--- config.mk ---
export PLATFORM = sky130hd
export DESIGN_NAME = word_tx_serializer
export DESIGN_NICKNAME = d
export VERILOG_FILES = /design/src/rtl/word_tx_serializer.sv
export SDC_FILE = /design/constraint.sdc
export NUM_CORES = 1
export LEC_CHECK = 0
export BUFFER_PORTS_ARGS = -buffer_cell sky130_fd_sc_hd__buf_2
export CAP_MARGIN = 20
export CELL_PAD_IN_SITES_DETAIL_PLACEMENT = 1
export CELL_PAD_IN_SITES_GLOBAL_PLACEMENT = 1
export CORE_MARGIN = 2
export CORE_UTILIZATION = 52
export CTS_CLUSTER_DIAMETER = 50
export CTS_CLUSTER_SIZE = 16
export DETAILED_ROUTE_END_ITERATION = 10
export HOLD_SLACK_MARGIN = 0.12
export PLACE_DENSITY_LB_ADDON = 0.1
export SLEW_MARGIN = 20
export SYNTH_ARGS = -nofsm -noshare
export SYNTH_HDL_FRONTEND = slang
export SYNTH_SLANG_ARGS = --single-unit
--- constraint.sdc ---
create_clock -name clk_slow -period 17.5 [get_ports clk_slow]
set_clock_uncertainty 0.05 [all_clocks]
set_input_delay 1.75 -clock clk_slow [delete_from_list [all_inputs] [get_ports clk_slow]]
set_output_delay 1.75 -clock clk_slow [all_outputs]
set_load 0.01 [all_outputs]
--- src/rtl/word_tx_serializer.sv ---
// Word-to-byte return path: buffers result words in a small FIFO and streams
// each one to the UART transmitter over a valid/ready byte handshake.
//
// state | meaning
// IDLE  | no word in flight, tx_valid low; loads FIFO head when available
// SEND  | presenting current byte of the shift register, tx_valid high
module word_tx_serializer #(
    parameter int WIDTH_WORD = 128,
    parameter int NUM_BYTES  = WIDTH_WORD / 8,
    parameter int MSB_FIRST  = 1,
    parameter int FIFO_DEPTH = 2,
    parameter int WIDTH_DROP = 8
) (
    input  logic                  clk_slow,
    input  logic                  rst,
    input  logic [WIDTH_WORD-1:0] word_in,
    input  logic                  word_valid,
    output logic [7:0]            tx_data,
    output logic                  tx_valid,
    input  logic                  tx_ready,
    output logic                  busy,
    output logic                  overflow,
    output logic [WIDTH_DROP-1:0] drop_count,
    input  logic                  clear_overflow
);

    localparam int IDX_W = (NUM_BYTES > 1) ? $clog2(NUM_BYTES) : 1;
    localparam int PTR_W = (FIFO_DEPTH > 1) ? $clog2(FIFO_DEPTH) : 1;
    localparam int CNT_W = $clog2(FIFO_DEPTH + 1);

    localparam logic [IDX_W-1:0] IDX_LAST = IDX_W'(NUM_BYTES - 1);
    localparam logic [PTR_W-1:0] PTR_LAST = PTR_W'(FIFO_DEPTH - 1);
    localparam logic [CNT_W-1:0] CNT_FULL = CNT_W'(FIFO_DEPTH);

    typedef enum logic {
        IDLE = 1'b0,
        SEND = 1'b1
    } state_t;

    state_t                  state_q, state_d;
    logic [IDX_W-1:0]        idx_q, idx_d;
    logic [WIDTH_WORD-1:0]   shift_q, shift_d;
    logic [WIDTH_WORD-1:0]   shift_next;
    logic [WIDTH_WORD-1:0]   mem_q [FIFO_DEPTH];
    logic [WIDTH_WORD-1:0]   mem_d [FIFO_DEPTH];
    logic [PTR_W-1:0]        wr_ptr_q, wr_ptr_d;
    logic [PTR_W-1:0]        rd_ptr_q, rd_ptr_d;
    logic [CNT_W-1:0]        count_q, count_d;
    logic                    overflow_q, overflow_d;
    logic [WIDTH_DROP-1:0]   drop_q, drop_d;

    logic handshake;
    logic last_byte;
    logic fifo_nonempty;
    logic pop;
    logic push;
    logic drop;

    function automatic logic [PTR_W-1:0] ptr_inc(input logic [PTR_W-1:0] p);
        return (p == PTR_LAST) ? '0 : p + 1'b1;
    endfunction

    assign fifo_nonempty = (count_q != '0);
    assign handshake     = (state_q == SEND) && tx_ready;
    assign last_byte     = (idx_q == IDX_LAST);

    // The FSM is the only consumer; a pop frees a slot for a same-cycle push.
    assign pop  = fifo_nonempty &&
                  ((state_q == IDLE) || (handshake && last_byte));
    assign push = word_valid && ((count_q != CNT_FULL) || pop);
    assign drop = word_valid && !push;

    always_comb begin
        mem_d = mem_q;
        if (push) begin
            mem_d[wr_ptr_q] = word_in;
        end
    end

    always_comb begin
        wr_ptr_d = push ? ptr_inc(wr_ptr_q) : wr_ptr_q;
        rd_ptr_d = pop  ? ptr_inc(rd_ptr_q) : rd_ptr_q;
        count_d  = count_q;
        case ({push, pop})
            2'b10:   count_d = count_q + 1'b1;
            2'b01:   count_d = count_q - 1'b1;
            default: count_d = count_q;
        endcase
    end

    always_comb begin
        if (MSB_FIRST != 0) begin
            shift_next = shift_q << 8;
        end else begin
            shift_next = shift_q >> 8;
        end
    end

    always_comb begin
        state_d = state_q;
        idx_d   = idx_q;
        shift_d = shift_q;
        case (state_q)
            IDLE: begin
                if (pop) begin
                    shift_d = mem_q[rd_ptr_q];
                    idx_d   = '0;
                    state_d = SEND;
                end
            end
            SEND: begin
                if (handshake) begin
                    if (!last_byte) begin
                        idx_d   = idx_q + 1'b1;
                        shift_d = shift_next;
                    end else if (pop) begin
                        shift_d = mem_q[rd_ptr_q];
                        idx_d   = '0;
                    end else begin
                        shift_d = shift_next;
                        state_d = IDLE;
                    end
                end
            end
            default: state_d = IDLE;
        endcase
    end

    // A drop in the same cycle as a clear restarts the count at one.
    always_comb begin
        overflow_d = overflow_q;
        drop_d     = drop_q;
        if (clear_overflow) begin
            overflow_d = 1'b0;
            drop_d     = '0;
        end
        if (drop) begin
            overflow_d = 1'b1;
            if (drop_d != '1) begin
                drop_d = drop_d + 1'b1;
            end
        end
    end

    always_ff @(posedge clk_slow) begin
        mem_q <= mem_d;
    end

    always_ff @(posedge clk_slow) begin
        if (rst) begin
            state_q    <= IDLE;
            idx_q      <= '0;
            shift_q    <= '0;
            wr_ptr_q   <= '0;
            rd_ptr_q   <= '0;
            count_q    <= '0;
            overflow_q <= 1'b0;
            drop_q     <= '0;
        end else begin
            state_q    <= state_d;
            idx_q      <= idx_d;
            shift_q    <= shift_d;
            wr_ptr_q   <= wr_ptr_d;
            rd_ptr_q   <= rd_ptr_d;
            count_q    <= count_d;
            overflow_q <= overflow_d;
            drop_q     <= drop_d;
        end
    end

    generate
        if (MSB_FIRST != 0) begin : g_msb
            assign tx_data = shift_q[WIDTH_WORD-1 -: 8];
        end else begin : g_lsb
            assign tx_data = shift_q[7:0];
        end
    endgenerate

    assign tx_valid   = (state_q == SEND);
    assign busy       = (state_q == SEND) || fifo_nonempty;
    assign overflow   = overflow_q;
    assign drop_count = drop_q;

endmodule

After elaboration in Yosys (flattened, before gate mapping)
Cells that the tools add are included.

Word-level logic and storage cells: 70. Register bits after elaboration: 402. Output and inout port bits: 19. Bits of input ports: 133.

$lt $le $gt $ge: 3. Bitwise logic cells: 3. Mux-type cells: 27. Equality and inequality tests: 7. Add/subtract/negate cells: 6. Reduce and logical (&&, ||, !) cells: 14.

Operator list (number): 128-bit two-way mux (8); 256-bit bitwise mux (1); 128-bit case mux with 2 select lines (1); 128-bit demux with 1-bit select (1); 8-bit two-way mux (3); 4-bit two-way mux (3); 8-bit by 1-bit adder with 8-bit output, second input constant (1); 8-bit != test, second input constant (1); 4-bit case mux with 2 select lines (1); 1-bit two-way mux (7); 1-bit logical AND (6); 2-bit nonzero test (3); 4-bit by 1-bit adder with 4-bit output, second input constant (1); 4-bit == test, second input constant (1); 2-bit greater-or-equal comparator, second input constant (2); 2-bit != test, second input constant (2); 1-bit inverter with 2-bit output (2); 2-bit case mux with 2 select lines (1); 1-bit logical OR (3); 1-bit adder, second input constant (2); 2-bit by 1-bit adder with 2-bit output, second input constant (1); 2-bit by 1-bit == test with 1-bit output, second input constant (1); 2-bit == test, second input constant (1); 2-bit by 1-bit less-than comparator with 1-bit output, second input constant (1); 6 further kinds (6).

Longest topological paths before layout
Gate-level depths: netlist of run 1.

Depth in word-level cells: 9. Depth in mapped cells: 9. Mapped depth without buffers: 6.

Worst setup path before layout of run 1
Ideal clock, no wire load.

Kind: input -> register. Start: input port tx_ready. End: register mem_q[0] in the netlist's numbering (enable). Buffers on the path: 1. Stages on the path: 4. Library setup time: 0.617 ns. Required time: 16.833 ns. Arrival: 7.637 ns. Setup slack: 9.196 ns. Cells stage by stage: buf_4 > and4_4 > o21ai_0 > nor2_1.

Longest elaborated chain between the ends: 6.

RTL lines: start, declared (RTL line 20) `input logic tx_ready,`; 1-bit logical AND (RTL line 64) `assign handshake = (state_q == SEND) && tx_ready;`; 1-bit logical AND (RTL line 69) `((state_q == IDLE) || (handshake && last_byte));`; 1-bit logical OR (RTL line 69); 1-bit logical AND (RTL line 68) `assign pop = fifo_nonempty &&`; 1-bit logical OR (RTL line 70) `assign push = word_valid && ((count_q != CNT_FULL) || pop);`; 1-bit logical AND (RTL line 70); end signal, assigned (RTL line 146) `mem_q <= mem_d;`; end, declared (RTL line 44) `logic [WIDTH_WORD-1:0] mem_q [FIFO_DEPTH];`.

Every way passes these cells. A chain may end at the register's enable or synchronous reset.

Worst setup path after layout of run 1
Start: input port tx_ready. End: register mem_q[57] in the netlist's numbering (enable).

Same word-level chain as after synthesis.

==> results of run 1 <==
worst max-delay path: stages:
cell,delay (ps)
buf_2,240
and4_4,300
o21ai_0,280
nor2_4,840
buf_4,760
buf_4,640
registers in the layout, summed over array words and instances, names as in the netlist:
name,flops
count_q,2
drop_count,8
idx_q,4
mem_q,256
overflow,1
rd_ptr_q,1
shift_q,128
tx_valid,1
wr_ptr_q,1
report_power, final:
group / leakage, µW / switching (µW) / internal [µW]
clock network: 0.000641 / 361 / 508
logic: 0.00253 / 170 / 87.9
registers: 0.00360 / 24.8 / 1090
cell families after synthesis:
| group | synth area share (%) |
|---|---|
| xor+xnor | 0.2032 |
| simple gates | 24.03 |
| flops | 61.56 |
| fa+ha+maj | 0.1452 |
| compound gates | 1.612 |
| mux | 7.622 |
| buf+inv | 4.834 |
synth_stat cells (3+ instances only):
cell type	number	area [µm²]
a21oi_1	21	105.1
and3_1	3	18.77
buf_1	3	11.26
buf_12	10	200.2
buf_2	38	190.2
buf_4	14	105.1
buf_6	10	112.6
clkbuf_1	48	180.2
dfxtp_1	146	2923
edfxtp_1	256	7687
inv_1	5	18.77
mux2i_1	129	1291
nand2_1	128	480.5
nand2b_1	3	18.77
nand3_1	158	790.8
nand3_2	90	900.9
nand4_1	11	68.82
nor2_1	11	41.29
nor2b_1	117	732.0
nor3_1	3	15.01
nor3b_1	3	22.52
o21ai_0	6	30.03
or3_1	11	68.82
or4_1	120	900.9
xnor2_1	4	35.03
metal layers:
metal / wire length (µm) / up-vias
met3: 1804 / 39
met5: 13 / -
li1: - / 5267
met1: 16520 / 5468
met2: 19230 / 194
met4: 453 / 2
final cells by class:
type	count	area, µm²	share of cell area [%]
repair buffers	166	874.6	4.550
diodes	1	2.502	0.01302
flip-flops and latches	402	10610	55.22
clock buffers	49	1097	5.709
well taps	442	553.0	2.877
multi-input cells	847	5823	30.30
inverters	5	18.77	0.09764
clock inverters	22	237.7	1.237
through the flow:
stage,util [%],hold WS [ps],setup slack [ps],instances
after global routing,58.92,442.4,12450,1933
after CTS,58.92,408.2,12610,1933
after floorplan,-,382.2,9196,1378
after global placement,54.83,391.6,12130,1862
after detailed placement,54.83,399.2,12060,1862
final,58.93,404.6,12700,1934
path summary, 6_finish.rpt:
check | start | end | slack [ps] | depth (start not counted)
worst max-delay path | tx_ready | mem_q[57]$_DFFE_PP_ | 12700 | 6
worst max register to register | idx_q[0]$_SDFFE_PP0P_ | mem_q[57]$_DFFE_PP_ | 13490 | 6
worst min-delay path | overflow$_SDFFE_PP0P_ | overflow$_SDFFE_PP0P_ | 400 | 2
worst min register to register | overflow$_SDFFE_PP0P_ | overflow$_SDFFE_PP0P_ | 400 | 2
==> metrics.yaml, run 1 <==
port_buffers: 151
synth_cell_types: 49
cts_htree_levels: 2
fin_nets: 1597
synth_area_um2: 17240
die_w_um: 186.1
die_area_um2: 34620
path_class: "input pin to flip-flop"
fmax_mhz: 208.5
cts-root-buf: "clkbuf_16"
cts_resized: 0
drive_above_1_share_pct: 22.20
final_common_cell: "edfxtp_1"
insertion_delay_ps: 530
fillers: 3263
rsz0062_at_grt: "false"
grt_use_met2_pct: 38.63
outcome: "finished, final reports clean"
required_ps: 17600
netlist_instances: 1378
min_period_over_period_pct: 27.41
syn2layout_area_growth_pct: 11.51
drt_iter0_markers: 544
finalCriticalPeriod_ps: 4797
holdBufCountCts: 0
yosysSeqAreaShare_pct: 61.56
grt.overflow.total: 0
cp-end-kind: "flip-flop"
post-cts-setup-buffer-count: 0
cts_buffer_depth: 3
place.gp.congestion: 0.7719
slew_headroom_pct: 25.94
wl_um: 38020
initial_core_util_pct: 52.84
ios: 152
synth_nets: 1513
leakage_uw: 0.006775
grt_pass1_vias: 11290
num_vias: 10970
setup_viol: 0
grt_util_met3_pct: 3.639
async_flop_share_pct: 0
place_hpwl_um: 22090
grt_use_total_pct: 22.09
placed_cell_area_um2: 17880
synth-seq-cells: 402
hold_class: "flip-flop to flip-flop"
finalPower_uw: 2239
worstSetupStartpointType: "input pin"
drc: 0
hold_violations: 0
worst_pin_slew_ps: 1111
antenna_found_initial: 2
core_um2: 32620
cts_tree: "yes"
synth_edf_count: 256
arrival_ps: 4900
slew_violations: 0
clk_pin_slew_ps: 60
cts_buffers: 40
stdcell_area_um2: 19220
most-common-layout-cells: "256 x edfxtp_1, 158 x nand3_1, 150 x buf_2"
vias_per_cell: 5.672
ant_nets: 0
grt.busiest_layer: "met2"
cp_max_fo: 53
syn_avg_cell_area_um2: 12.51
grt_start_max_net_pins: 114
grt_pass1_wl_um: 60000
clock-sinks: 402
use_met1_pct: 28.93
finalSetupTns_ps: 0
drtPass1Iterations: 4
die_y_um: 186.1
routedWlPerCell_um: 19.66
vdd_drop_max_uv: 91.58
yosysWarnings: 0
maxCapViolations: 0
std_cell_rows: 66
power-per-cell-area_nw_per_um2: 116.5
synth_ff_type: "edfxtp_1"
(Power assumes the default switching activity.)
==> inputs of run 2 (changes only) <==
- CORE_UTILIZATION: 52 -> 49
- clock period: 17.5 -> 4.7 ns (I/O delays scaled with it)
==> run 2 against run 1 <==
Count of clock-buffer cells in the layout is 1 higher. Total power grew to 3.8 times the previous value. Setup slack lost 11000 ps. Utilization up 0.75 points. Largest power group unchanged. Highest routed layer unchanged.
==> metrics.yaml, run 2 (synthesis results as in run 1) <==
fin_nets: 1732  # was 1597
outcome: "finished, final reports clean"  # unchanged
insertion_delay_ps: 530  # about the same
finalCriticalPeriod_ps: 2808
rsz0062_at_grt: "false"  # unchanged
drt_iter0_markers: 708  # was 544
pre_cts_ws_ps: 1824  # was 12060 ps
min_period_over_period_pct: 59.74
grt.overflow.total: 0  # unchanged
cts-root-buf: "clkbuf_16"  # unchanged
slew_violations: 0  # unchanged
maxCapViolations: 0  # unchanged
routedWlPerCell_um: 19.41  # was 19.66 µm
leakage_uw: 0.007396  # was 0.006775 µW
place_hpwl_um: 22170  # was 22090 µm
grt_use_total_pct: 22.27  # was 22.09%
cts_buffers: 42  # was 40
drc: 0  # unchanged
holdBufCountCts: 128  # was 0
finalPower_uw: 8591  # was 2239 µW
setup_viol: 0  # unchanged
worst_pin_slew_ps: 1078  # was 1111 ps
cts_htree_levels: 2  # unchanged
cp_max_fo: 74  # was 53
cts_resized: 0  # unchanged
fillers: 3456  # was 3263
finalWorstSetupSlack_ps: 1892  # was 12700 ps
post-cts-setup-buffer-count: 0  # unchanged
hold_violations: 0  # unchanged
die_y_um: 191.6  # was 186.1 µm
largest_reg_flops: 256  # unchanged
wl_um: 40530  # was 38020 µm
ff_latch_area_um2: 10610  # unchanged
vias_per_cell: 5.536  # was 5.672
core_um2: 34630  # was 32620 µm²
grt_pass1_vias: 12180  # was 11290
required_ps: 4790  # was 17600 ps
ant_nets: 0  # unchanged
cp-end-kind: "flip-flop"  # unchanged
port_buffers: 151  # unchanged
grt_start_max_net_pins: 190  # was 114
clk_pin_slew_ps: 60  # about the same
ios: 152  # unchanged
multiInputGateArea_um2: 5823  # unchanged
hold_class: "input pin to flip-flop"  # was flip-flop to flip-flop
vdd_drop_max_uv: 344.8  # was 91.58 µV
syn2layout_area_growth_pct: 19.90  # was 11.51%
slew_headroom_pct: 28.15  # was 25.94%
die_w_um: 191.6  # was 186.1 µm
path_class: "flip-flop to flip-flop"  # was input pin to flip-flop
initial_core_util_pct: 49.78  # was 52.84%
final_common_cell: "edfxtp_1"  # unchanged
arrival_ps: 2900  # was 4900 ps
grt_pass1_wl_um: 64360  # was 60000 µm
place.gp.congestion: 0.7704  # was 0.7719
fmax_mhz: 356.1
power-per-cell-area_nw_per_um2: 415.7  # was 116.5 nW/µm²
clock-sinks: 402  # unchanged
die_area_um2: 36690  # was 34620 µm²
num_vias: 11560  # was 10970
cts_buffer_depth: 3  # unchanged
most-common-layout-cells: "256 x edfxtp_1, 158 x nand3_1, 150 x buf_2"  # unchanged
antenna_found_initial: 4  # was 2
drtPass1Iterations: 4  # unchanged
largest-register: "mem_q"  # unchanged
cts_tree: "yes"  # unchanged
drive_above_1_share_pct: 20.92  # was 22.20%
worstSetupStartpointType: "flip-flop"  # was input pin
std_cell_rows: 68  # was 66
-- run 2: cell count changes in the layout (fill, tap and decap cells not counted), sizes merged --
cell / before / now
clkbuf: 49 / 50
inv: 7 / 14
clkinv: 11 / 13
diode: 1 / 3
dlygate4sd3: 0 / 128
buf: 166 / 171
clkinvlp: 5 / 1
-- run 2: metrics by stage --
step | std cells | hold WS, ps | instance area [µm²] | setup TNS, ps | util, %
floorplan | 1378 | 382.2 | 17240 | -51720 | -
global placement | 1880 | 390.2 | 17960 | 0 | 51.87
detailed placement | 1880 | 396.8 | 17960 | 0 | 51.87
CTS | 2085 | 156.5 | 20660 | 0 | 59.66
global route | 2086 | 172.8 | 20660 | 0 | 59.67
finish | 2088 | 171.2 | 20670 | 0 | 59.68
-- run 2: critical path: stages (launching register included) --
cell and delay (ps):
dfxtp_1 390, ha_1 290, and4_4 290, o21ai_0 300
nor2_4 200, buf_4 820
-- run 2: where the power goes --
group	switching (µW)	internal, µW
logic	639	408
registers	106	4050
clock network	1430	1960
-- run 2: layout make-up --
type | count | area share [%]
diodes | 3 | 0.03633
clock buffers | 50 | 5.431
clock inverters | 27 | 1.417
inverters | 5 | 0.09082
multi-input cells | 847 | 28.18
flip-flops and latches | 402 | 51.36
well taps | 455 | 2.755
repair buffers | 299 | 10.73
-- run 2: path summary, 6_finish.rpt --
kind	endpoint	slack (ps)	cells past startpoint	start
min reg2reg	overflow$_SDFFE_PP0P_	400	2	overflow$_SDFFE_PP0P_
max	mem_q[203]$_DFFE_PP_	1890	5	idx_q[0]$_SDFFE_PP0P_
max reg2reg	mem_q[203]$_DFFE_PP_	1890	5	idx_q[0]$_SDFFE_PP0P_
min	drop_count[6]$_SDFF_PP0_	170	2	clear_overflow
-- run 2: per-layer routing --
layer	wire [µm]	global-route usage [%]	vias up
met3	1465	3.158	70
met2	20230	38.46	212
met1	17620	28.76	5736
li1	-	-	5540
met4	1209	7.396	2
met5	13	0	-
==> inputs of run 3 (changes only) <==
- clock period: 4.7 -> 2.9 ns (I/O delays scaled with it)
==> run 3 against run 2 <==
Count of clock-buffer cells in the layout decreased by 3. Utilization increased by 1.1 points. Die area unchanged. Non-clock buffer count increased by 10. Clock power increased by 64%. Setup slack got worse by 1300 ps. First-iteration DRC count decreased by 6.8%. Via count increased by 0.57%. Final cell count increased by 0.34%. Sequential power increased by 61%. Critical endpoint is now drop_count[6]$_SDFF_PP0_.
==> metrics.yaml, run 3 (synthesis results as in run 1) <==
outcome: "finished, final reports clean"  # unchanged
die_w_um: 191.6  # unchanged
hold_end: "wr_ptr_q$_SDFFE_PP0P_"  # was drop_count[6]$_SDFF_PP0_
r2r_cells: 6  # was 5
ant_nets: 0  # unchanged
finalPower_uw: 14100  # was 8591 µW
drtPass1Iterations: 5  # was 4
clock-sinks: 402  # unchanged
grt_pass1_vias: 12220  # was 12180
postLayoutCoreUtil_pct: 60.75  # was 59.68%
grt_start_max_net_pins: 133  # was 190
cts_buffers: 41  # was 42
syn2layout_area_growth_pct: 22.04  # was 19.90%
finalWorstSetupSlack_ps: 633.2  # was 1892 ps
cts-root-buf: "clkbuf_16"  # unchanged
cpPeakStageDelay_ps: 530  # was 820 ps
holdPathStages: 4  # was 2
largest-register: "mem_q"  # unchanged
fmax_mhz: 441.2
min_period_over_period_pct: 78.16
pre_cts_ws_ps: 716.9  # was 1824 ps
drt_iter0_markers: 660  # was 708
cts_tree: "yes"  # unchanged
largest_reg_flops: 256  # unchanged
grt.overflow.total: 0  # unchanged
cp-end-kind: "flip-flop"  # unchanged
finalCriticalPeriod_ps: 2267
path_class: "input pin to flip-flop"  # was flip-flop to flip-flop
path_cells: "dlygate4sd3_1, buf_2, nor2b_1, ha_1, nand2_1, nor4_2, a31oi_1, a2111oi_1"  # was ha_1, and4_4, o21ai_0, nor2_4, buf_4
place_hpwl_um: 24720  # was 22170 µm
clk_pin_slew_ps: 70  # was 60 ps
fin_nets: 1741  # was 1732
leakage_uw: 0.007537  # was 0.007396 µW
reg2reg_to: "drop_count[6]$_SDFF_PP0_"  # was mem_q[203]$_DFFE_PP_
final_common_cell: "edfxtp_1"  # unchanged
worst_pin_slew_ps: 1035  # was 1078 ps
cp_max_fo: 8  # was 74
initial_core_util_pct: 49.78  # unchanged
drc: 0  # unchanged
vias_per_cell: 5.549  # was 5.536
fillers: 3359  # was 3456
critPathSlowestCell: "dlygate4sd3_1"  # was buf_4
drive_above_1_share_pct: 21.90  # was 20.92%
hold_class: "input pin to flip-flop"  # unchanged
grt_use_total_pct: 22.74  # was 22.27%
cts_htree_levels: 2  # unchanged
port_buffers: 151  # unchanged
wl_um: 41080  # was 40530 µm
hp-start: "word_valid"  # was clear_overflow
ios: 152  # unchanged
finalSetupTns_ps: 0  # unchanged
die_area_um2: 36690  # unchanged
num_vias: 11630  # was 11560
antenna_found_initial: 1  # was 4
required_ps: 3260  # was 4790 ps
grt_pass1_wl_um: 65580  # was 64360 µm
slew_headroom_pct: 30.76  # was 28.15%
cts_buffer_depth: 3  # unchanged
std_cell_rows: 68  # unchanged
crit_buf_inv: 2  # was 1
most-common-layout-cells: "256 x edfxtp_1, 158 x nand3_1, 150 x buf_2"  # unchanged
power-per-cell-area_nw_per_um2: 670.4  # was 415.7 nW/µm²
vdd_drop_max_uv: 471.5  # was 344.8 µV
insertion_delay_ps: 540  # was 530 ps
maxCapViolations: 0  # unchanged
hold_violations: 0  # unchanged
worstSetupStartpointType: "input pin"  # was flip-flop
arrival_ps: 2630  # was 2900 ps
die_y_um: 191.6  # unchanged
r2r_slack_ps: 680  # was 1890 ps
slew_violations: 0  # unchanged
rsz0062_at_grt: "false"  # unchanged
setup_viol: 0  # unchanged
whs_ps: 149.6  # was 171.2 ps
routedWlPerCell_um: 19.61  # was 19.41 µm
core_um2: 34630  # unchanged
r2r_start: "drop_count[0]$_SDFF_PP0_"  # was idx_q[0]$_SDFFE_PP0P_
critical_path.top_delay_family: "simple AND/OR/NAND/NOR gates"  # was buffers and inverters
place.gp.congestion: 0.7642  # was 0.7704
post-cts-setup-buffer-count: 0  # unchanged
-- run 3: changes by cell type in the layout (fill, tap and decap cells not counted), sizes merged --
cell	delta
buf	+9
clkbuf	-3
inv	+3
diode	-2
clkinv	-1
dlygate4sd3	+1
-- run 3: worst reg2reg max path, cell delays in order, from the launching register on --
cell	delay [ps]
dfxtp_1	380
nor2b_1	280
ha_1	260
nand2_1	80
nor4_2	490
a31oi_1	170
a2111oi_1	390
-- run 3: area by class of cell --
class                      instances  area, µm²  share of cell area (%)
antenna                            1      2.502                 0.01190
sequential                       402      10620                   50.47
multi-input combinational        847       5847                   27.80
clock buffer                      47       1101                   5.234
tap                              455      569.3                   2.706
timing repair buffer             309       2546                   12.10
inverter                           5      18.77                 0.08922
clock inverter                    29      334.1                   1.588
-- run 3: timing repair --
item                                    4_1_cts  5_1_grt
endpoints found under the hold margin       257        0
hold buffers                                129        0
resized for setup                             0        0
endpoints found under the setup margin        0        0
-- run 3: per-layer routing --
| layer | track usage [%] | vias to the layer above | part of all wire [%] | routed length (µm) |
|---|---|---|---|---|
| li1 | - | 5564 | - | - |
| met1 | 29.28 | 5806 | 43 | 17680 |
| met2 | 39.91 | 195 | 51 | 20950 |
| met3 | 3.360 | 61 | 3.6 | 1480 |
| met4 | 6.272 | 0 | 2.4 | 979 |
| met5 | 0 | - | 0 | 0 |
-- run 3: worst max path at each step --
stage                     slack, ps  depth (start not counted)                        end                   from
after floorplan                -330                          4         mem_q[0]$_DFFE_PP_  idx_q[1]$_SDFFE_PP0P_
after global placement          800                          5    shift_q[2]$_SDFFE_PP0P_               tx_ready
after detailed placement        720                          5  shift_q[122]$_SDFFE_PP0P_               tx_ready
after CTS                       730                          8   drop_count[6]$_SDFF_PP0_         clear_overflow
after global routing            410                          8   drop_count[6]$_SDFF_PP0_         clear_overflow
final                           630                          8   drop_count[6]$_SDFF_PP0_         clear_overflow
-- run 3: through the flow --
step,instance area [µm²],std cells
2_1_floorplan,17280,1378
3_3_place_gp,18310,1889
3_5_place_dp,18310,1889
4_1_cts,21030,2094
5_1_grt,21030,2094
6_report,21040,2095
-- run 3: where the power goes --
| part | total (µW) | leakage, µW | switching [µW] | internal (µW) |
|---|---|---|---|---|
| logic | 1840 | 0.00323 | 1090 | 750 |
| registers | 6700 | 0.00360 | 147 | 6550 |
| clock network | 5570 | 0.000708 | 2390 | 3180 |
